$ cat src/rtl/note_pkg.sv
// rtl/note_pkg.sv - shared types and constants for the note sequencer
//
// Purpose: note-code constants understood by the DAC SPI master, the
// sequencer state encoding and the song entry layout.
// Ports: none (package).
package note_pkg;

  localparam int NOTE_W     = 6;
  localparam int NOTE_DUR_W = 8;

  localparam logic [NOTE_W-1:0] NOTE_REST = 6'd0;
  localparam logic [NOTE_W-1:0] NOTE_A1   = 6'd1;
  localparam logic [NOTE_W-1:0] NOTE_A1S  = 6'd2;
  localparam logic [NOTE_W-1:0] NOTE_B1   = 6'd3;
  localparam logic [NOTE_W-1:0] NOTE_C1   = 6'd4;
  localparam logic [NOTE_W-1:0] NOTE_C1S  = 6'd5;
  localparam logic [NOTE_W-1:0] NOTE_D1   = 6'd6;
  localparam logic [NOTE_W-1:0] NOTE_D1S  = 6'd7;
  localparam logic [NOTE_W-1:0] NOTE_E1   = 6'd8;
  localparam logic [NOTE_W-1:0] NOTE_F1   = 6'd9;
  localparam logic [NOTE_W-1:0] NOTE_F1S  = 6'd10;
  localparam logic [NOTE_W-1:0] NOTE_G1   = 6'd11;
  localparam logic [NOTE_W-1:0] NOTE_G1S  = 6'd12;
  localparam logic [NOTE_W-1:0] NOTE_A2   = 6'd13;
  localparam logic [NOTE_W-1:0] NOTE_B2   = 6'd14;
  localparam logic [NOTE_W-1:0] NOTE_C2   = 6'd15;
  localparam logic [NOTE_W-1:0] NOTE_D2   = 6'd16;
  localparam logic [NOTE_W-1:0] NOTE_E2   = 6'd17;
  localparam logic [NOTE_W-1:0] NOTE_F2   = 6'd18;
  localparam logic [NOTE_W-1:0] NOTE_G2   = 6'd19;
  localparam logic [NOTE_W-1:0] NOTE_F4H  = 6'd20;

  typedef enum logic [2:0] {
    S_IDLE  = 3'd0,
    S_FETCH = 3'd1,
    S_LATCH = 3'd2,
    S_PLAY  = 3'd3,
    S_GAP   = 3'd4,
    S_DONE  = 3'd5
  } seq_state_t;

  // Layout of one song RAM word: note code in the upper bits, duration below.
  typedef struct packed {
    logic [NOTE_W-1:0]     note;
    logic [NOTE_DUR_W-1:0] dur;
  } song_entry_t;

endpackage

$ cat src/rtl/song_ram.sv
// rtl/song_ram.sv - single-write-port, synchronous-read song memory
//
// Purpose: holds DEPTH song entries of DW bits; contents are never reset.
// Ports:
//   i_clk      - clock
//   i_wr_en    - write strobe (already qualified by the caller)
//   i_wr_addr  - write address
//   i_wr_data  - packed {note, dur} entry to store
//   i_rd_addr  - read address, sampled every cycle
//   o_rd_data  - registered read data, one cycle after i_rd_addr
module song_ram #(
  parameter int DEPTH = 32,
  parameter int DW    = 14
) (
  input  logic                     i_clk,
  input  logic                     i_wr_en,
  input  logic [$clog2(DEPTH)-1:0] i_wr_addr,
  input  logic [DW-1:0]            i_wr_data,
  input  logic [$clog2(DEPTH)-1:0] i_rd_addr,
  output logic [DW-1:0]            o_rd_data
);

  logic [DW-1:0] r_mem [DEPTH];

  always_ff @(posedge i_clk) begin
    if (i_wr_en) begin
      r_mem[i_wr_addr] <= i_wr_data;
    end
    o_rd_data <= r_mem[i_rd_addr];
  end

endmodule

$ cat src/rtl/note_sequencer.sv
// rtl/note_sequencer.sv - programmable melody sequencer driving the DAC SPI master
//
// Purpose: plays song RAM entries {note, dur} in order, holding each note for
// dur*TICK_DIV cycles followed by GAP_CYCLES of silence, with start/stop/loop.
// Ports:
//   i_clk, i_rst           - clock, synchronous active-high reset
//   i_wr_en/addr/note/dur  - song RAM write port, honoured only while idle
//   i_start                - level-sampled start, acted on only in IDLE
//   i_stop                 - abort playback, back to IDLE next cycle
//   i_loop_en              - wrap to entry 0 at end of song instead of finishing
//   o_note_state           - note code to the SPI master
//   o_button_action        - key-down to the SPI master
//   o_busy                 - playback in progress
//   o_done                 - one-cycle pulse on normal completion
//   o_cur_index            - entry being fetched or played
module note_sequencer
  import note_pkg::*;
#(
  parameter int SONG_LEN   = 32,
  parameter int DUR_W      = 8,
  parameter int TICK_DIV   = 1_000_000,
  parameter int GAP_CYCLES = 16
) (
  input  logic                        i_clk,
  input  logic                        i_rst,
  input  logic                        i_wr_en,
  input  logic [$clog2(SONG_LEN)-1:0] i_wr_addr,
  input  logic [NOTE_W-1:0]           i_wr_note,
  input  logic [DUR_W-1:0]            i_wr_dur,
  input  logic                        i_start,
  input  logic                        i_stop,
  input  logic                        i_loop_en,
  output logic [NOTE_W-1:0]           o_note_state,
  output logic                        o_button_action,
  output logic                        o_busy,
  output logic                        o_done,
  output logic [$clog2(SONG_LEN)-1:0] o_cur_index
);

  localparam int AW = $clog2(SONG_LEN);
  localparam int DW = NOTE_W + DUR_W;
  localparam int PW = $clog2(TICK_DIV + 1);
  localparam int GW = $clog2(GAP_CYCLES + 1);

  localparam logic [PW-1:0] PRESC_MAX = PW'(TICK_DIV - 1);
  localparam logic [GW-1:0] GAP_MAX   = GW'(GAP_CYCLES - 1);
  localparam logic [AW-1:0] LAST_IDX  = AW'(SONG_LEN - 1);

  seq_state_t        r_state;
  seq_state_t        w_state_nx;
  logic [AW-1:0]     r_cur_index;
  logic [AW-1:0]     w_idx_nx;
  logic [PW-1:0]     r_presc;
  logic [DUR_W-1:0]  r_tick;
  logic [DUR_W-1:0]  r_dur;
  logic [GW-1:0]     r_gap;
  logic [NOTE_W-1:0] r_note;
  logic              r_button;
  logic              r_busy;
  logic              r_done;

  logic [NOTE_W-1:0] w_note_nx;
  logic              w_button_nx;
  logic              w_busy_nx;
  logic              w_done_nx;

  logic [DW-1:0]     w_rd_data;
  logic [NOTE_W-1:0] w_rd_note;
  logic [DUR_W-1:0]  w_rd_dur;
  logic              w_play_end;
  logic              w_gap_end;
  logic              w_ram_we;

  assign w_ram_we  = i_wr_en && (r_state == S_IDLE);
  assign w_rd_note = w_rd_data[DW-1:DUR_W];
  assign w_rd_dur  = w_rd_data[DUR_W-1:0];

  // The read address is the registered index, so it is already valid in FETCH
  // and the entry arrives in LATCH.
  song_ram #(
    .DEPTH (SONG_LEN),
    .DW    (DW)
  ) u_song_ram (
    .i_clk     (i_clk),
    .i_wr_en   (w_ram_we),
    .i_wr_addr (i_wr_addr),
    .i_wr_data ({i_wr_note, i_wr_dur}),
    .i_rd_addr (r_cur_index),
    .o_rd_data (w_rd_data)
  );

  // Nested counters: prescaler wraps every TICK_DIV cycles, tick counts up to dur.
  assign w_play_end = (r_presc == PRESC_MAX) && (r_tick == (r_dur - 1'b1));
  assign w_gap_end  = (r_gap == GAP_MAX);

  // State register and registered outputs.
  always_ff @(posedge i_clk) begin
    if (i_rst) begin
      r_state     <= S_IDLE;
      r_cur_index <= '0;
      r_note      <= '0;
      r_button    <= 1'b0;
      r_busy      <= 1'b0;
      r_done      <= 1'b0;
    end else begin
      r_state     <= w_state_nx;
      r_cur_index <= w_idx_nx;
      r_note      <= w_note_nx;
      r_button    <= w_button_nx;
      r_busy      <= w_busy_nx;
      r_done      <= w_done_nx;
    end
  end

  // Duration and gap counters; both sit at zero outside their own state so
  // each PLAY/GAP starts from a clean count.
  always_ff @(posedge i_clk) begin
    if (i_rst) begin
      r_presc <= '0;
      r_tick  <= '0;
      r_dur   <= '0;
      r_gap   <= '0;
    end else begin
      if (r_state == S_LATCH) begin
        r_dur <= w_rd_dur;
      end
      if (r_state != S_PLAY) begin
        r_presc <= '0;
        r_tick  <= '0;
      end else if (r_presc == PRESC_MAX) begin
        r_presc <= '0;
        r_tick  <= r_tick + 1'b1;
      end else begin
        r_presc <= r_presc + 1'b1;
      end
      if (r_state != S_GAP) begin
        r_gap <= '0;
      end else begin
        r_gap <= r_gap + 1'b1;
      end
    end
  end

  // Next-state logic.
  always_comb begin
    w_state_nx = r_state;
    w_idx_nx   = r_cur_index;
    case (r_state)
      S_IDLE: begin
        if (i_start && !i_stop) begin
          w_state_nx = S_FETCH;
          w_idx_nx   = '0;
        end
      end
      S_FETCH: w_state_nx = S_LATCH;
      S_LATCH: begin
        if (w_rd_dur != '0) begin
          w_state_nx = S_PLAY;
        end else if (i_loop_en) begin
          w_state_nx = S_FETCH;
          w_idx_nx   = '0;
        end else begin
          w_state_nx = S_DONE;
        end
      end
      S_PLAY: begin
        if (w_play_end) begin
          w_state_nx = S_GAP;
        end
      end
      S_GAP: begin
        if (w_gap_end) begin
          if (r_cur_index != LAST_IDX) begin
            w_state_nx = S_FETCH;
            w_idx_nx   = r_cur_index + 1'b1;
          end else if (i_loop_en) begin
            w_state_nx = S_FETCH;
            w_idx_nx   = '0;
          end else begin
            w_state_nx = S_DONE;
          end
        end
      end
      S_DONE:  w_state_nx = S_IDLE;
      default: w_state_nx = S_IDLE;
    endcase
    // Stop wins over everything else once playback has begun.
    if (i_stop && (r_state != S_IDLE)) begin
      w_state_nx = S_IDLE;
      w_idx_nx   = r_cur_index;
    end
  end

  // Output logic, evaluated on the next state so the outputs come out of flops.
  always_comb begin
    w_note_nx   = r_note;
    w_button_nx = 1'b0;
    w_busy_nx   = 1'b1;
    w_done_nx   = 1'b0;
    case (w_state_nx)
      S_IDLE: begin
        w_note_nx = '0;
        w_busy_nx = 1'b0;
      end
      S_DONE: begin
        w_note_nx = '0;
        w_busy_nx = 1'b0;
        w_done_nx = 1'b1;
      end
      S_PLAY: begin
        if (r_state == S_LATCH) begin
          w_note_nx   = w_rd_note;
          w_button_nx = (w_rd_note != NOTE_REST);
        end else begin
          w_button_nx = r_button;
        end
      end
      default: ;
    endcase
  end

  assign o_note_state    = r_note;
  assign o_button_action = r_button;
  assign o_busy          = r_busy;
  assign o_done          = r_done;
  assign o_cur_index     = r_cur_index;

endmodule
$ cat config.mk
export PLATFORM = sky130hd
export DESIGN_NAME = note_sequencer
export DESIGN_NICKNAME = d
export VERILOG_FILES = /design/src/rtl/note_pkg.sv /design/src/rtl/song_ram.sv /design/src/rtl/note_sequencer.sv
export SDC_FILE = /design/constraint.sdc
export NUM_CORES = 1
export LEC_CHECK = 0
export CAP_MARGIN = 20
export CORE_AREA = 5 5 197 199
export CTS_CLUSTER_SIZE = 10
export DETAILED_ROUTE_END_ITERATION = 8
export DIE_AREA = 0 0 202 204
export GPL_TIMING_DRIVEN = 0
export PLACE_DENSITY_LB_ADDON = 0.1
export SLEW_MARGIN = 10
export SYNTH_ARGS = -nofsm -noshare
export SYNTH_HDL_FRONTEND = slang
export SYNTH_SLANG_ARGS = --single-unit
$ cat constraint.sdc
create_clock -name i_clk -period 2.2 [get_ports i_clk]
set_input_delay 0.44 -clock i_clk [delete_from_list [all_inputs] [get_ports i_clk]]
set_output_delay 0.44 -clock i_clk [all_outputs]
set_load 0.05 [all_outputs]
Word level (Yosys, flattened, before mapping)
Memory sizes are Yosys's and may differ from the RTL's. A register that Yosys moved wholly into a read port is not among the register bits.
Index checks and enable logic that the tools add are counted.
- $add $sub $neg: 5
- equal/unequal tests: 16
- mux-type cells: 20
- bitwise logic cells: 2
- reductions and logical operators: 19
- operators with widths (kind ; number):
    two-way mux 5 bit ; 5
    two-way mux 3 bit ; 7
    adder 20 x 1 -> 20 bit (second input constant) ; 1
    equality test 20 bit (second input constant) ; 1
    one-hot mux 3 bit (5 select lines) ; 1
    one-hot mux 5 bit (3 select lines) ; 1
    one-hot mux 6 bit (2 select lines) ; 1
    adder 5 x 1 -> 5 bit (second input constant) ; 2
    equality test 3 x 2 -> 1 bit (second input constant) ; 3
    adder 8 x 1 -> 8 bit (second input constant) ; 1
    equality test 8 bit ; 1
    nonzero test 8 bit ; 1
    OR reduction 2 bit ; 4
    subtractor 8 x 1 -> 8 bit (second input constant) ; 1
    equality test 3 bit (second input constant) ; 2
    zero test 3 bit ; 2
    two-way mux 6 bit ; 1
    inequality test 2 bit (second input constant) ; 3
    nonzero test 3 bit ; 2
    nonzero test 6 bit ; 1
    equality test 5 x 4 -> 1 bit (second input constant) ; 1
    inequality test 5 bit (second input constant) ; 1
    AND reduction 5 bit ; 1
    logical AND 1 bit ; 4
    10 further kinds ; 14
- bits in registers: 58
- RAM bits: 448
- output and inout bits: 14
- memories kept: 1
- memory list (name ; depth ; width ; read ports ; clocked after memory_dff ; write ports ; line ; source):
    u_song_ram.r_mem ; 32 ; 14 ; 1 ; 1 ; 1 ; song_ram.sv:23 ; logic [DW-1:0] r_mem [DEPTH];

Depth between registers and ports, before layout
Gate-level depths: netlist (run 1).
- depth after elaboration: 10
- depth in mapped cells: 10
- depth with buffers taken out: 9

Hierarchy
Synthesis (run 1) repeated with hierarchy kept, for this count alone.
- cell total of the unflattened synthesis: 1334
- area total of the unflattened synthesis: 20902.5 um2
- by module, submodules not included (module ; times used ; cells an instance ; area an instance (um2) ; seq. area each (um2)):
    song_ram ; 1 ; 1006 ; 18011.0 ; 13733.2
    note_sequencer ; 1 ; 328 ; 2891.5 ; 1161.1

Worst setup path after synthesis (run 1)
Ideal clock, no wire load.
- kind: register to register
- start point: reg r_cur_index[2] (netlist: o_cur_index[2])
- end point: reg r_note[0] (netlist: o_note_state[0])
- library setup time: 61 ps
- arrival: 2748 ps
- data required time: 2139 ps
- slack: -609 ps
- stages on the path, launching flop included: 11
- path buffers: 2
- path through: dfxtp_1 clkbuf_1 buf_1 and3_1 ha_1 nand2b_1 a21oi_1 a31oi_1 xnor2_1 o21ai_1 a32o_1
- cells in the longest elaborated chain, start to end: 9
- elaborated cells on any way between the ends: 13
- ends and longest elaborated chain (item ; line ; source):
    start: declaration ; note_sequencer.sv:51 ; logic [AW-1:0] r_cur_index;
    start signal: assignment ; note_sequencer.sv:107 ; r_cur_index <= w_idx_nx;
    inequality test 5 bit (*) ; note_sequencer.sv:173 ; if (r_cur_index != LAST_IDX) begin
    two-way mux 3 bit (*) ; note_sequencer.sv:173 ;
    two-way mux 3 bit (*) ; note_sequencer.sv:172 ; if (w_gap_end) begin
    one-hot mux 3 bit (5 select lines) (*) ; note_sequencer.sv:148 ; case (r_state)
    two-way mux 3 bit (*) ; note_sequencer.sv:188 ; if (i_stop && (r_state != S_IDLE)) begin
    equality test 3 bit / zero test 3 bit (equally long branches) ; note_sequencer.sv:200 ; case (w_state_nx)
    OR reduction 2 bit (no source line) ; - ;
    nonzero test 2 bit (no source line) ; - ;
    AND reduction 2 bit (no source line) ; - ;
    end signal: assignment ; note_sequencer.sv:108 ; r_note <= w_note_nx;
    end: declaration ; note_sequencer.sv:57 ; logic [NOTE_W-1:0] r_note;
Mark *: on every way between the ends. The rest lies on a longest branch, timed or not.
A chain may end at the register's enable or synchronous reset.

==> results of run 1 <==
==> critical path, cell delays in order (launching register included) <==
cell	delay, ns
dfxtp_4	0.36
clkbuf_16	0.17
buf_16	0.17
buf_12	0.13
mux4_2	0.54
mux4_2	0.55
mux2_4	0.31
==> sequential cells by signal, indices dropped and copies added (netlist names) <==
name                  flops
o_busy                    1
o_done                    1
r_tick                    8
u_song_ram.o_rd_data     14
o_cur_index               5
r_gap                     5
o_note_state              6
r_dur                     8
u_song_ram.r_mem        448
r_state                   3
r_presc                  20
o_button_action           1
==> how the worst max path moves through the flow <==
stage                         endpoint  slack (ns)  cells past startpoint
4_1_cts        u_song_ram.o_rd_data[3]       -0.20                      6
3_5_place_dp   u_song_ram.r_mem[23][7]       -1.42                      5
3_3_place_gp   u_song_ram.r_mem[14][2]       -1.66                      4
2_1_floorplan  u_song_ram.r_mem[12][0]       -0.12                      6
6_report       u_song_ram.o_rd_data[2]       -0.18                      6
5_1_grt        u_song_ram.o_rd_data[2]       -0.22                      6
==> synthesized netlist by cell type, drive strengths merged (2+ instances only) <==
master / instances / area share (%)
nor4: 8 / 0.40
xnor2: 17 / 0.73
edfxtp: 448 / 66
dfxtp: 72 / 7.1
o211ai: 3 / 0.11
nand3: 18 / 0.44
a21oi: 18 / 0.46
o21ai: 5 / 0.12
and2: 3 / 0.093
and3: 9 / 0.28
or4: 2 / 0.074
xor2: 19 / 0.82
a32o: 8 / 0.40
or2: 4 / 0.12
or3b: 4 / 0.17
clkbuf: 36 / 0.67
inv: 5 / 0.093
mux4: 140 / 16
nor2b: 4 / 0.12
nor2: 82 / 1.5
nor3: 7 / 0.17
nand2b: 4 / 0.12
nor4b: 4 / 0.17
ha: 7 / 0.43
a31oi: 3 / 0.093
buf: 15 / 0.33
mux2: 14 / 0.78
o22ai: 2 / 0.062
nand2: 40 / 0.74
nand3b: 5 / 0.19
nand4: 7 / 0.22
a41oi: 2 / 0.086
a211oi: 2 / 0.099
o21bai: 4 / 0.15
or3: 5 / 0.15
==> logic make-up (layout without fill, tap and decap cells) <==
group           after synthesis  after routing
compound gates               54             54
xor+xnor                     36             36
fa+ha+maj                     7              7
buf+inv                      56            246
flops                       520            520
mux                         155            155
simple gates                210            210
==> stage by stage <==
step                total power, W  instance area [µm²]
floorplan                  0.01121                20450
detailed placement         0.01154                21730
finish                     0.01979                24780
global placement           0.01148                21420
CTS                        0.01993                24390
global route               0.02045                24780
==> power by group through the flow <==
stage | sequential, W | clock, W | combinational [W]
6_report | 0.0108 | 0.00837 | 0.000611
3_3_place_gp | 0.0110 | 0 | 0.000464
5_1_grt | 0.0108 | 0.00900 | 0.000654
3_5_place_dp | 0.0110 | 0 | 0.000537
4_1_cts | 0.0108 | 0.00853 | 0.000598
2_1_floorplan | 0.0110 | 0 | 0.000192
==> final cells by class <==
class | instances | area (µm²) | area share, %
clock buffer | 82 | 1573 | 6.348
clock inverter | 2 | 13.76 | 0.05555
tap | 474 | 593.1 | 2.394
multi-input combinational | 462 | 5605 | 22.62
buffer | 46 | 469.2 | 1.894
inverter | 5 | 18.77 | 0.07575
timing repair buffer | 111 | 1590 | 6.418
sequential | 520 | 14910 | 60.19
==> cells in the final DEF (no fill, tap or decap), types with 8 or more instances in the layout <==
cell type        count
edfxtp_1           448
mux4_2             140
clkbuf_16           66
dfxtp_1             64
nor2_1              49
buf_12              39
nand2_1             39
nor2_4              32
clkbuf_1            31
buf_4               26
clkdlybuf4s50_1     21
xor2_1              19
xnor2_1             17
nand3_1             16
a21oi_1             16
mux2_4              13
dlygate4sd2_1       13
buf_16              10
clkbuf_2             9
a32o_1               8
==> what timing repair did <==
item	4_1_cts	5_1_grt
pin swaps	35	15
endpoints found under the setup margin	500	395
buffers inserted	40	13
hold endpoints to repair	0	0
gates resized for setup	122	28
gates cloned	3	6
==> layer usage <==
metal	track usage [%]	share of wire, %
met5	0	0
met3	4.713	7.0
met2	33.69	47
met4	7.495	2.6
met1	32.43	43
==> summary.txt, run 1 <==
Status
  – Status: complete, but fails checks
  – Failing checks: setup timing

Setup path
  – Required @ worst endpoint: 2.69 ns
  – Reg2reg start: o_cur_index[0]
  – Reg2reg setup slack: -0.18 ns
  – Arrival time worst endpoint: 2.87 ns
  – Setup CP Type: flip-flop to flip-flop
  – R2R cell count: 6
  – CP max FO: 7
  – FF-to-FF End: u_song_ram.o_rd_data[2]
  – CP startpoint: o_cur_index[0]
  – CP Capture Type: flip-flop
  – Worst setup SP type: flip-flop

Finish
  – Layout fillers: 2427
  – Layout Utilization: 66.89%
  – Nets@finish: 1236
  – Non-filler cells, final: 1702
  – Layout cells sized above 1: 32.41%
  – Area Overhead vs Synth: 22.25%
  – Ant diodes: 0

Pwr
  – Sequential power share: 54.6%
  – Leak: 7.777 nW
  – Int Power: 0.01585 W
  – Combinational power share: 3.1%
  – Switching Share: 19.91%
  – Worst VDD drop: 0.0006657 V
  – Switching pwr: 0.003939 W
  – Power per cell area: 798.6 nW/µm²
  – Clock Power Share: 42.3%

Placed design
  – PortBufs: 38
  – Final HPWL DP: 29150 µm
  – Cell count after placement: 1562
  – Dpl ws: -1.422 ns
  – Routability cong.: 0.8480

Routing
  – Routed Antenna Nets: 0
  – WL per Instance: 26.57 µm
  – Initial drt markers: 972
  – Drc violations: 0
  – Final wirelength: 45230 µm
  – Via density: 6.112
  – Drt first pass iters: 5
  – Vias: 10400

Floorplanning
  – Die area: 41210 µm²
  – # IOs: 39
  – Row count: 71
  – Initial Util: 54.71%
  – Floorplan core area: 37040 µm²
  – Chip Width: 202 µm
  – Die outline height: 204 µm

Clock network
  – Total CTS buffers: 58
  – CTS tree: yes
  – Later-pin clock latency in the skew report: 0.61 ns
  – Hold-fix buffers, CTS: 0
  – H-tree depth: 2
  – Bufs on Longest Clock Path: 3
  – Num Clock Sinks: 520
  – Clock Pin Slew Worst Setup and Hold Paths: 0.06 ns
  – Root Driver: clkbuf_16

STA
  – Fmax achieved: 0.4208 GHz
  – Final setup TNS: -2.017 ns
  – Final Hold Fails: 0
  – Max_slew headroom: 37.93%
  – Worst hold slack: 0.4061 ns
  – Worst-Margin Slew: 0.9311 ns
  – RSZ-0062 raised after global routing: yes
  – Final setup violation count: 15
  – Skew final: 0.02305 ns
  – Fin crit period: 2.376 ns
  – Fin crit share: 108.0%
  – Slack of the critical path: -0.1764 ns
  – Final slew viol count: 0

Yosys
  – Synth Warn #: 0
  – Synthesized-area fraction occupied by adder cells: 0.4321%
  – Syn_area_per_cell: 19.53 µm²
  – Synth Register Bits: 520
  – Post-Synth Simple-Gate Area: 5.167%
  – Seq/Total Area, Yosys: 73.49%
  – Syn_nets: 1070
  – Cells after Synth: 1038
  – Async SR Flop Fraction: 0%
  – Yosys cell types: 53
  – Most common flop cell mapped by yosys: edfxtp_1
  – Largest family of logic cells by synthesized area: multiplexers
  – Synth Area in XOR/XNOR: 1.556%
  – Synth Area in Compound Gates: 1.889%
  – Post-synth EDFFs: 448
  – Netlist Area Pre-Place: 20270 µm²
  – Mux cell area share after synthesis: 16.38%

GRT
  – First-pass GRT wire length: 66590 µm
  – Largest net degree at the start of global routing: 33
  – GR Util All Layers: 22.09%
  – Number of global-route vias before repair: 10470
  – Initial antenna violation count: 0
  – Grt ovf: 0

Worst hold path
  – Hold Path Class: primary input to flip-flop
  – Hold-critical path depth: 1
  – Hold_sp: i_wr_dur[1]
  – Worst Hold Endpoint: u_song_ram.r_mem[4][1]

Run
  – Max-cap violations: 0
(Power assumes the default switching activity.)
==> inputs of run 2 (changes only) <==
--- a/config.mk
+++ b/config.mk
@@ -6,10 +6,10 @@
 export NUM_CORES = 1
 export LEC_CHECK = 0
 export CAP_MARGIN = 20
-export CORE_AREA = 5 5 197 199
+export CORE_AREA = 2 2 194 196
 export CTS_CLUSTER_SIZE = 10
 export DETAILED_ROUTE_END_ITERATION = 8
-export DIE_AREA = 0 0 202 204
+export DIE_AREA = 0 0 196 198
 export GPL_TIMING_DRIVEN = 0
 export PLACE_DENSITY_LB_ADDON = 0.1
 export SLEW_MARGIN = 10
==> run 2 against run 1 <==
The flow still finishes with violations (setup timing). Largest cell class unchanged. Clock skew down 0.0064 ns. Final area up 0.94%. Sequential power about the same. Cell count up 0.82%. Critical endpoint is now u_song_ram.o_rd_data[12].
==> summary.txt, run 2 (same netlist as run 1, synthesis figures left out) <==
STA
  – Fin crit share: 108.1%
  – Skew final: 0.01661 ns
  – Fin crit period: 2.377 ns
  – Final Hold Fails: 0
  – Final slew viol count: 0
  – Worst-Margin Slew: 1.015 ns
  – Fmax achieved: 0.4206 GHz
  – RSZ-0062 raised after global routing: yes
  – Final setup violation count: 15
  – Worst hold slack: 0.4224 ns
  – Final setup TNS: -2.214 ns
  – Slack of the critical path: -0.1773 ns
  – Max_slew headroom: 32.34%

Worst hold path
  – Hold Path Class: primary input to flip-flop

Pwr
  – Sequential power share: 54.2%
  – Worst VDD drop: 0.0006341 V
  – Int Power: 0.01592 W
  – Switching pwr: 0.003997 W
  – Switching Share: 20.06%
  – Power per cell area: 796.5 nW/µm²
  – Clock Power Share: 42.5%
  – Combinational power share: 3.3%
  – Leak: 7.885 nW

Routing
  – Drc violations: 0
  – Final wirelength: 45970 µm
  – Vias: 10520
  – WL per Instance: 26.79 µm
  – Routed Antenna Nets: 0
  – Drt first pass iters: 5
  – Initial drt markers: 909
  – Via density: 6.129

Finish
  – Largest Register: u_song_ram.r_mem
  – Nets@finish: 1249
  – Most used cells in the layout excluding fill and tap cells: edfxtp_1 (448), mux4_2 (140), dfxtp_1 (64)
  – Largest register FFs: 448
  – Area Overhead vs Synth: 23.40%
  – Commonest non-fill, non-tap cell in the layout: edfxtp_1
  – Post-route cell area: 25010 µm²
  – Layout cells sized above 1: 33.41%
  – Ant diodes: 0
  – Largest regs: u_song_ram.r_mem x448, r_presc x20, u_song_ram.o_rd_data x14
  – Non-filler cells, final: 1716

Setup path
  – Setup CP Type: flip-flop to flip-flop
  – Worst setup SP type: flip-flop
  – CP Capture Type: flip-flop
  – CP max FO: 8
  – Required @ worst endpoint: 2.68 ns
  – Arrival time worst endpoint: 2.86 ns

Placed design
  – PortBufs: 38
  – Cell count after placement: 1562
  – Routability cong.: 0.8639
  – Dpl ws: -1.458 ns
  – Placed Area: 21740 µm²
  – Final HPWL DP: 29210 µm

Status
  – Failing checks: setup timing
  – Status: complete, but fails checks

Clock network
  – Total CTS buffers: 58
  – Bufs on Longest Clock Path: 3
  – Hold-fix buffers, CTS: 0
  – Clock Pin Slew Worst Setup and Hold Paths: 0.06 ns
  – Root Driver: clkbuf_16
  – Num Clock Sinks: 520
  – CTS tree: yes
  – H-tree depth: 2
  – Later-pin clock latency in the skew report: 0.61 ns

Floorplanning
  – Initial Util: 54.84%
  – Chip Width: 196 µm
  – Floorplan core area: 36960 µm²
  – Die area: 38810 µm²
  – Die outline height: 198 µm
  – # IOs: 39
  – Row count: 71

Run
  – Max-cap violations: 0

GRT
  – GR Util All Layers: 24.50%
  – First-pass GRT wire length: 67800 µm
  – Grt ovf: 0
  – Initial antenna violation count: 0
  – Number of global-route vias before repair: 10650
  – Largest net degree at the start of global routing: 33
[run 2: cell count changes in the layout (fill, tap and decap cells not counted), moves of 2 or more]
cell       previous run  this run
buf_4                26        34
clkbuf_16            66        62
clkbuf_8              5         7
buf_8                 4         8
buf_16               10        12
nor2_4               32        34
[run 2: metal layers]
layer / vias to the layer above / global-route usage, % / share of wire [%]
li1: 4574 / - / -
met1: 5523 / 36.28 / 44
met2: 372 / 38.18 / 48
met3: 48 / 4.309 / 6.8
met4: 0 / 6.874 / 1.5
met5: - / 0 / 0
[run 2: path summary, 6_finish.rpt]
kind / startpoint / to / slack [ns] / cells past startpoint
setup / recovery: o_cur_index[0] / u_song_ram.o_rd_data[12] / -0.18 / 7
hold / removal: i_wr_note[4] / u_song_ram.r_mem[9][12] / 0.42 / 1
setup reg to reg: o_cur_index[0] / u_song_ram.o_rd_data[12] / -0.18 / 7
hold reg to reg: r_presc[0] / r_presc[0] / 0.44 / 1
[run 2: cell type report]
class | instances | area, µm²
Timing Repair Buffer | 126 | 1775
Inverter | 5 | 18.77
Fill cell | 2358 | 11940
Multi-Input combinational cell | 462 | 5674
Clock inverter | 2 | 28.78
Buffer | 44 | 420.4
Sequential cell | 520 | 14910
Tap cell | 474 | 593.1
Clock buffer | 83 | 1587
[run 2: through the flow]
step | total power [W] | util [%]
after floorplan | 0.01121 | -
after global placement | 0.01148 | 57.97
after detailed placement | 0.01155 | 58.82
after CTS | 0.02006 | 67.14
after global routing | 0.02052 | 67.68
final | 0.01992 | 67.68
[run 2: power groups by stage]
stage / logic [W] / clock network (W) / registers (W)
2_1_floorplan: 0.000192 / 0 / 0.0110
3_3_place_gp: 0.000465 / 0 / 0.0110
3_5_place_dp: 0.000543 / 0 / 0.0110
4_1_cts: 0.000612 / 0.00864 / 0.0108
5_1_grt: 0.000694 / 0.00902 / 0.0108
6_report: 0.000652 / 0.00847 / 0.0108
[run 2: what timing repair did]
action,CTS,global route
pin swaps,35,15
hold endpoints to repair,0,0
gates resized for setup,129,44
buffers inserted,55,13
setup endpoints to repair,499,289
cloned,8,2
[run 2: worst max-delay path: stages (launching register included)]
cell	delay (ns)
dfxtp_4	0.36
clkbuf_16	0.18
buf_16	0.16
buf_6	0.12
buf_16	0.12
mux4_2	0.52
mux4_2	0.49
mux2_4	0.31
==> inputs of run 3 (changes only) <==
--- a/config.mk
+++ b/config.mk
@@ -12,7 +12,7 @@
 export DIE_AREA = 0 0 196 198
 export GPL_TIMING_DRIVEN = 0
 export PLACE_DENSITY_LB_ADDON = 0.1
-export SLEW_MARGIN = 10
+export SLEW_MARGIN = 0
 export SYNTH_ARGS = -nofsm -noshare
 export SYNTH_HDL_FRONTEND = slang
 export SYNTH_SLANG_ARGS = --single-unit
==> run 3 against run 2 <==
The flow still finishes with violations (setup timing). Critical path type unchanged. Clock skew grew 0.011 ns. Sequential power is essentially flat. Critical path depth shrank 1. Via count shrank 0.21%. Total power shrank 0.37%.
==> summary.txt, run 3 (same netlist as run 1, synthesis figures left out) <==
Status
  – Failing checks: setup timing
  – Status: complete, but fails checks

STA
  – Final Hold Fails: 0
  – RSZ-0062 raised after global routing: yes
  – Final slew viol count: 0
  – Skew final: 0.02800 ns
  – Fmax achieved: 0.4214 GHz
  – Fin crit share: 107.9%
  – Worst hold slack: 0.4363 ns
  – Slack of the critical path: -0.1731 ns
  – Fin crit period: 2.373 ns
  – Worst-Margin Slew: 0.8618 ns
  – Max_slew headroom: 42.55%
  – Final setup violation count: 15

Finish
  – Layout cells sized above 1: 33.33%
  – Ant diodes: 0
  – Most used cells in the layout excluding fill and tap cells: edfxtp_1 (448), mux4_2 (140), clkbuf_16 (64), dfxtp_1 (64), nor2_1 (48)
  – Largest Register: u_song_ram.r_mem
  – Layout fillers: 2387
  – Largest register FFs: 448
  – Commonest non-fill, non-tap cell in the layout: edfxtp_1
  – Post-route cell area: 24830 µm²
  – Storage element area: 14910 µm²
  – Nets@finish: 1261
  – Multi-input logic area: 5604 µm²
  – Largest regs: u_song_ram.r_mem x448, r_presc x20, u_song_ram.o_rd_data x14
  – Layout Utilization: 67.20%
  – Non-filler cells, final: 1722
  – Area Overhead vs Synth: 22.52%

Clock network
  – Num Clock Sinks: 520
  – Total CTS buffers: 59
  – Hold-fix buffers, CTS: 0
  – CTS tree: yes
  – Root Driver: clkbuf_16
  – Clock Pin Slew Worst Setup and Hold Paths: 0.06 ns
  – Bufs on Longest Clock Path: 3
  – Later-pin clock latency in the skew report: 0.62 ns
  – H-tree depth: 2

Routing
  – WL per Instance: 26.36 µm
  – Via density: 6.095
  – Routed length on met2: 22180 µm
  – Drc violations: 0
  – Final wirelength: 45400 µm
  – Met3 Routed Length: 3293 µm
  – Vias: 10500
  – Highest Signal Layer: met4
  – Drt first pass iters: 5
  – Initial drt markers: 989
  – Routed met1 length: 19010 µm
  – Routed Antenna Nets: 0

Placed design
  – Placed Area: 21940 µm²
  – Cell count after placement: 1588
  – PortBufs: 38
  – Final HPWL DP: 30890 µm
  – Routability cong.: 0.8639

Setup path
  – Setup CP Type: flip-flop to flip-flop
  – Cell mode on critical path: mux4_2
  – Reg2reg setup slack: -0.17 ns
  – CP max-delay cell: mux4_2
  – Slowest stage delay, CP: 0.55 ns
  – Worst setup SP type: flip-flop
  – Arrival time worst endpoint: 2.87 ns
  – CP Capture Type: flip-flop
  – Crit path cell chain: clkbuf_16 > buf_16 > buf_12 > mux4_2 > mux4_2 > mux2_4
  – CP max FO: 10
  – Required @ worst endpoint: 2.70 ns

Floorplanning
  – Die outline height: 198 µm
  – Row count: 71
  – Die area: 38810 µm²
  – Chip Width: 196 µm
  – Initial Util: 54.84%
  – # IOs: 39
  – Floorplan core area: 36960 µm²

Pwr
  – Worst VDD drop: 0.0005717 V
  – Sequential power share: 54.4%
  – Combinational power share: 3.2%
  – Switching Share: 20.27%
  – Total power: 0.01985 W
  – Leak: 7.880 nW
  – Clock Power Share: 42.4%
  – Int Power: 0.01582 W
  – Power per cell area: 799.3 nW/µm²
  – Switching pwr: 0.004024 W

GRT
  – Grt ovf: 0
  – Number of global-route vias before repair: 10550
  – Largest net degree at the start of global routing: 33
  – GR Util All Layers: 24.06%
  – Initial antenna violation count: 0
  – First-pass GRT wire length: 66780 µm

Worst hold path
  – Hold Path Class: flip-flop to flip-flop

Run
  – Max-cap violations: 0
run 3: path summary, 6_finish.rpt:
| kind | cells past startpoint | from | end |
|---|---|---|---|
| worst min register to register | 1 | r_gap[0] | r_gap[0] |
| worst max register to register | 6 | o_cur_index[0] | u_song_ram.o_rd_data[11] |
| worst min-delay path | 1 | r_gap[0] | r_gap[0] |
| worst max-delay path | 6 | o_cur_index[0] | u_song_ram.o_rd_data[11] |
run 3: critical path: cells and delay by family (launching register included):
| family | cells | cell delay, ns |
|---|---|---|
| mux | 3 | 1.37 |
| buf+inv | 3 | 0.50 |
| flops | 1 | 0.36 |
run 3: timing repair:
item                                    CTS  global route
pin swaps                                27            14
endpoints found under the setup margin  499           283
gates resized for setup                 141            36
buffers inserted                         37            16
gates cloned                              3             4
run 3: through the flow:
| stage | setup slack [ns] | setup TNS (ns) |
|---|---|---|
| 2_1_floorplan | -0.1248 | -25.48 |
| 3_3_place_gp | -1.737 | -715.35 |
| 3_5_place_dp | -1.481 | -571.44 |
| 4_1_cts | -0.2346 | -4.873 |
| 5_1_grt | -0.1996 | -2.806 |
| 6_report | -0.1731 | -2.115 |
run 3: power by group through the flow:
| stage | clock [W] | combinational (W) | sequential, W |
|---|---|---|---|
| 4_1_cts | 0.00861 | 0.000604 | 0.0108 |
| 3_3_place_gp | 0 | 0.000465 | 0.0110 |
| 2_1_floorplan | 0 | 0.000192 | 0.0110 |
| 5_1_grt | 0.00895 | 0.000673 | 0.0108 |
| 3_5_place_dp | 0 | 0.000544 | 0.0110 |
| 6_report | 0.00841 | 0.000631 | 0.0108 |
run 3: layout make-up:
class / instances / share of cell area (%)
Sequential cell: 520 / 60.06
Multi-Input combinational cell: 462 / 22.57
Timing Repair Buffer: 138 / 6.807
Clock buffer: 72 / 6.142
Tap cell: 474 / 2.388
Buffer: 43 / 1.663
Clock inverter: 8 / 0.2973
Inverter: 5 / 0.07558
run 3: routing by layer:
layer | global-route usage (%) | vias to the layer above
met1 | 34.37 | 5470
met4 | 6.706 | 0
li1 | - | 4587
met2 | 38.72 | 367
met5 | 0 | -
met3 | 4.463 | 71
